File: src/rtl/bcd_pkg.sv
// ============================================================================
// Module      : bcd_pkg
// Description : Shared constants, state encoding and digit helper for the
//               sequential BCD-to-binary converter.
// Revision    : 1.0 - initial release
// ============================================================================
`default_nettype none

package bcd_pkg;

    localparam int BCD_DIGIT_W = 4;

    localparam logic [BCD_DIGIT_W-1:0] BCD_CORR_THRESH = 4'd8;
    localparam logic [BCD_DIGIT_W-1:0] BCD_CORR_ADJ    = 4'd3;
    localparam logic [BCD_DIGIT_W-1:0] BCD_MAX_DIGIT   = 4'd9;

    typedef enum logic [1:0] {
        IDLE = 2'd0,
        CONV = 2'd1,
        DONE = 2'd2
    } state_t;

    function automatic logic bcd_digit_bad(input logic [BCD_DIGIT_W-1:0] d);
        return (d > BCD_MAX_DIGIT);
    endfunction

endpackage : bcd_pkg

`default_nettype wire

File: src/rtl/bcd_digit_corr.sv
// ============================================================================
// Module      : bcd_digit_corr
// Description : Combinational reverse double-dabble cell: a digit that reads
//               8 or more after the right shift is reduced by 3.
// Revision    : 1.0 - initial release
// ============================================================================
`default_nettype none

module bcd_digit_corr
    import bcd_pkg::*;
(
    input  logic [BCD_DIGIT_W-1:0] i_digit,
    output logic [BCD_DIGIT_W-1:0] o_digit
);

    always_comb begin
        o_digit = i_digit;
        if (i_digit >= BCD_CORR_THRESH) begin
            o_digit = i_digit - BCD_CORR_ADJ;
        end
    end

endmodule : bcd_digit_corr

`default_nettype wire

File: src/rtl/bcd_to_bin_seq.sv
// ============================================================================
// Module      : bcd_to_bin_seq
// Description : Bit-serial BCD-to-binary converter with valid/ready on both
//               sides. Optional digit checking enabled by BCD2BIN_CHECK_EN.
// Revision    : 1.0 - initial release
// ============================================================================
`default_nettype none

module bcd_to_bin_seq
    import bcd_pkg::*;
#(
    parameter  int DIGITS = 4,
    localparam int OUT_W  = $clog2(10**DIGITS)
) (
    input  logic                        clk,
    input  logic                        rst,
    input  logic                        in_valid,
    output logic                        in_ready,
    input  logic [BCD_DIGIT_W*DIGITS-1:0] in_bcd,
    output logic                        out_valid,
    input  logic                        out_ready,
    output logic [OUT_W-1:0]            out_data,
    output logic                        err,
    output logic                        busy
);

    localparam int BIN_W = BCD_DIGIT_W * DIGITS;
    localparam int CNT_W = $clog2(BIN_W);
    localparam logic [CNT_W-1:0] C_CNT_LOAD = CNT_W'(BIN_W - 1);

    state_t             state_q, state_d;
    logic [BIN_W-1:0]   bcd_q, bcd_d;
    logic [BIN_W-1:0]   bin_q, bin_d;
    logic [CNT_W-1:0]   cnt_q, cnt_d;
    logic [OUT_W-1:0]   out_data_q, out_data_d;

    logic [BIN_W-1:0]   w_shift_bcd;
    logic [BIN_W-1:0]   w_shift_bin;
    logic [BIN_W-1:0]   w_corr_bcd;
    logic [OUT_W-1:0]   w_result;

    // Combined {bcd, bin} register shifted right one place per step.
    assign w_shift_bcd = bcd_q >> 1;
    assign w_shift_bin = {bcd_q[0], bin_q[BIN_W-1:1]};

    for (genvar i = 0; i < DIGITS; i++) begin : g_digit
        bcd_digit_corr u_corr (
            .i_digit (w_shift_bcd[i*BCD_DIGIT_W +: BCD_DIGIT_W]),
            .o_digit (w_corr_bcd[i*BCD_DIGIT_W +: BCD_DIGIT_W])
        );
    end

    // A value below 10**DIGITS never reaches the bits above OUT_W.
    if (OUT_W < BIN_W) begin : g_trunc
        logic [BIN_W-OUT_W-1:0] w_unused_hi;
        assign w_unused_hi = w_shift_bin[BIN_W-1:OUT_W];
        assign w_result    = w_shift_bin[OUT_W-1:0];
    end else begin : g_full
        assign w_result    = w_shift_bin;
    end

`ifdef BCD2BIN_CHECK_EN
    logic bad_q, bad_d;
    logic err_q, err_d;
    logic w_in_bad;

    always_comb begin
        w_in_bad = 1'b0;
        for (int i = 0; i < DIGITS; i++) begin
            w_in_bad = w_in_bad | bcd_digit_bad(in_bcd[i*BCD_DIGIT_W +: BCD_DIGIT_W]);
        end
    end
`endif

    always_comb begin
        state_d    = state_q;
        bcd_d      = bcd_q;
        bin_d      = bin_q;
        cnt_d      = cnt_q;
        out_data_d = out_data_q;
`ifdef BCD2BIN_CHECK_EN
        bad_d      = bad_q;
        err_d      = err_q;
`endif
        case (state_q)
            IDLE: begin
                if (in_valid) begin
                    state_d = CONV;
                    bcd_d   = in_bcd;
                    bin_d   = '0;
                    cnt_d   = C_CNT_LOAD;
`ifdef BCD2BIN_CHECK_EN
                    bad_d   = w_in_bad;
`endif
                end
            end
            CONV: begin
                bcd_d = w_corr_bcd;
                bin_d = w_shift_bin;
                cnt_d = cnt_q - CNT_W'(1);
                if (cnt_q == '0) begin
                    state_d    = DONE;
`ifdef BCD2BIN_CHECK_EN
                    out_data_d = bad_q ? '0 : w_result;
                    err_d      = bad_q;
`else
                    out_data_d = w_result;
`endif
                end
            end
            DONE: begin
                if (out_ready) begin
                    state_d = IDLE;
                end
            end
            default: begin
                state_d = IDLE;
            end
        endcase
    end

    always_ff @(posedge clk or posedge rst) begin
        if (rst) begin
            state_q    <= IDLE;
            bcd_q      <= '0;
            bin_q      <= '0;
            cnt_q      <= '0;
            out_data_q <= '0;
`ifdef BCD2BIN_CHECK_EN
            bad_q      <= 1'b0;
            err_q      <= 1'b0;
`endif
        end else begin
            state_q    <= state_d;
            bcd_q      <= bcd_d;
            bin_q      <= bin_d;
            cnt_q      <= cnt_d;
            out_data_q <= out_data_d;
`ifdef BCD2BIN_CHECK_EN
            bad_q      <= bad_d;
            err_q      <= err_d;
`endif
        end
    end

    assign in_ready  = (state_q == IDLE);
    assign busy      = (state_q == CONV);
    assign out_valid = (state_q == DONE);
    assign out_data  = out_data_q;
`ifdef BCD2BIN_CHECK_EN
    assign err       = err_q;
`else
    assign err       = 1'b0;
`endif

endmodule : bcd_to_bin_seq

`default_nettype wire

File: config.mk
export PLATFORM = sky130hd
export DESIGN_NAME = bcd_to_bin_seq
export DESIGN_NICKNAME = d
export VERILOG_FILES = /design/src/rtl/bcd_pkg.sv /design/src/rtl/bcd_digit_corr.sv /design/src/rtl/bcd_to_bin_seq.sv
export SDC_FILE = /design/constraint.sdc
export NUM_CORES = 1
export LEC_CHECK = 0
export ABC_AREA = 1
export ABC_CLOCK_PERIOD_IN_PS = 2700
export BUFFER_PORTS_ARGS = -buffer_cell sky130_fd_sc_hd__buf_2
export CORE_MARGIN = 2
export CORE_UTILIZATION = 45
export CTS_CLUSTER_DIAMETER = 30
export DETAILED_ROUTE_END_ITERATION = 10
export PLACE_DENSITY = 0.66
export SLEW_MARGIN = 0
export SYNTH_ARGS = -nofsm -noshare
export SYNTH_HDL_FRONTEND = slang
export SYNTH_SLANG_ARGS = --single-unit
File: constraint.sdc
create_clock -name clk -period 2.7 [get_ports clk]
set_clock_uncertainty 0.05 [all_clocks]
set_input_delay 0.135 -clock clk [delete_from_list [all_inputs] [get_ports clk]]
set_output_delay 0.135 -clock clk [all_outputs]
set_load 0.01 [all_outputs]
==> flow_summary.yaml <==
status:
  status: "finished clean"
final_layout:
  final_layout_size_suffix_gt1_share_pct: 18.2
  final_common_cell: "nand2_1"
  syn2layout_area_growth_pct: 17.7
  diodes: 0
  layout_common_cells: "nand2_1 (67), dfrtp_1 (51), buf_2 (36), inv_1 (31), nand3_1 (27)"
  nets: 345
  seqCellArea_um2: 1280
  fillers: 504
  finalNonFillerCells: 389
  postLayoutCoreUtil_pct: 54.7
  multi_input_area_um2: 876
sta:
  period_needed_ps: 1810
  drv_slew: 0
  setup_tns_ps: 0
  worst_pin_slew_ps: 1050
  fmax_mhz: 552
  slew_headroom_pct: 30.2
  post-route-period-util_pct: 67.1
  setup_viol: 0
  rsz0062_at_grt: "false"
  hold_violations: 0
placement:
  place_inst: 370
  portBuffers: 36
  dp_hpwl_mm: 3.06
  gp_congestion: 0.752
synthesis:
  yosysTopAreaCellShare_pct: 54.1
  syn_inst: 273
  synthesis.area_um2: 2360
  avgSynthCellArea_um2: 8.64
  synth_area_leaders: "dfrtp_1 (54%), nand2_1 (11%), nand3_1 (5.7%)"
  yosysWarnings: 0
  yosys.cell_types.count: 22
  synth_nets: 300
  synth_seq_cells: 51
  synth_area_leader_cell: "dfrtp_1"
  ys_seq_area_share_pct: 54.1
clocking:
  clock-sinks: 51
  cts_root_buffer: "clkbuf_8"
  tritoncts: "done"
  htreeDepth: 2
  clock_path_buffers: 2
  clk_pin_slew_ps: 90
  clk_latency_ps: 310
  numCtsBuffers: 5
floorplan:
  core_region_area_um2: 5070
  ios: 38
  die-area_um2: 5840
  die_w_um: 76.4
  die_y_um: 76.4
  rows: 26
  start_util_pct: 46.5
pwr:
  ir_drop_mv: 0.456
  p_int_mw: 1.72
  powerDensity_nw_per_um2: 1050
  p_sw_mw: 1.18
  p_comb_share_pct: 40.3
  clockPowerShare_pct: 15.7
  power.leakage_nw: 1.43
  pwr-share-seq_pct: 44.0
  swShare_pct: 40.8
drt:
  ant_nets: 0
  drt-pass1-iter-count: 4
  dr.first_iter.drc_count: 166
  drc: 0
  wire_per_inst_um: 12.1
  drt-total-wl_mm: 4.72
  vias: 1848
  vias_per_cell: 4.75
flow_run:
  maxCapViolations: 0
setup_path:
  rrSetupSlack_ps: 890
  reg2reg_from: "state_q[1]"
  path_class: "reg2reg"
  r2r_cells: 4
  cp.required_ps: 2820
  arrival_ps: 1930
  cp-start-kind: "flip-flop"
  cp_max_fo: 20
  end_kind: "flip-flop"
  r2r-end: "bin_q[6]"
global_route:
  antenna_found_initial: 0
  grt_pass1_wl_mm: 8.12
  grt_pass1_vias: 1776
  grt_max_degree: 52
  grt_usage_pct: 17.4
  gr-total-overflow: 0
hold_path:
  min_path_type: "in2async"
worst max-delay path, cell delays in order, from the launching register on:
cell and delay (ps):
dfrtp_1 420, inv_2 130, nand2_1 300, nand2_1 630, o22ai_1 150
per-stage QoR:
step | instance area (um2) | worst slack (ps) | hold slack (ps) | total power, mW
2_1_floorplan | 2360 | 1290 | 171 | 2.15
3_3_place_gp | 2570 | 934 | 282 | 2.43
3_5_place_dp | 2570 | 887 | 288 | 2.47
4_1_cts | 2780 | 873 | 65.2 | 2.94
5_1_grt | 2780 | 722 | 107 | 3.18
6_report | 2780 | 889 | 24.4 | 2.90
worst max path at each step:
stage,start,to,slack (ps)
after floorplan,rst,bcd_q[0],1290
after global placement,state_q[1],bcd_q[9],930
after detailed placement,state_q[1],cnt_q[1],890
after CTS,state_q[1],cnt_q[1],870
after global routing,state_q[1],bcd_q[9],720
final,state_q[1],bin_q[6],890
layout make-up:
class | count | area share, %
Clock buffer | 5 | 2.48
Inverter | 35 | 4.73
Clock inverter | 3 | 0.812
Sequential cell | 51 | 46.0
Tap cell | 70 | 3.16
Multi-Input combinational cell | 175 | 31.6
Timing Repair Buffer | 50 | 11.3
layer usage:
| metal | vias up | track usage (%) | wire (um) |
|---|---|---|---|
| li1 | 963 | - | - |
| met1 | 852 | 23.8 | 2300 |
| met2 | 29 | 27.9 | 2200 |
| met3 | 4 | 3.91 | 160 |
| met4 | 0 | 5.45 | 54 |
| met5 | - | 0 | 0 |
synthesized netlist by cell type:
master and number:
inv_2 3, nor3_1 1, o31ai_1 1, o21ai_0 12, dfrtp_1 51, o21ai_1 6, o22ai_1 14, a21oi_1 7
nand3_1 27, nand2_1 67, buf_6 2, o21ai_2 5, buf_4 1, ha_1 7, clkbuf_2 1, nor2_2 1
nor2_1 19, buf_2 8, nand3b_1 6, nand2_2 1, conb_1 1, inv_1 32
state kept, by name, indices dropped and copies added, names as in the netlist:
name,cells
bcd_q,16
bin_q,15
cnt_q,4
out_data,14
state_q,2
logic make-up (layout without fill, tap and decap cells):
family          Yosys count  count (layout)  synth area share (%)
fa+ha+maj                 7               7                  3.71
buf+inv                  47              93                  8.75
other cells               1               1                 0.159
simple gates            122             122                  22.1
flops                    51              51                  54.1
compound gates           45              45                  11.2
power by group through the flow:
stage                     Clock, mW  Combinational [mW]  Sequential, mW
after CTS                     0.476                1.19            1.28
after global routing          0.503                1.36            1.32
after detailed placement          0                1.17            1.29
final                         0.456                1.17            1.28
after global placement            0                1.14            1.29
after floorplan                   0               0.863            1.29
repair_timing:
action	4_1_cts	5_1_grt
hold endpoints to repair	11	0
gates resized for setup	0	0
hold buffers	11	0
buffers inserted	0	0
No activity file was read; power rests on OpenSTA's default activity.
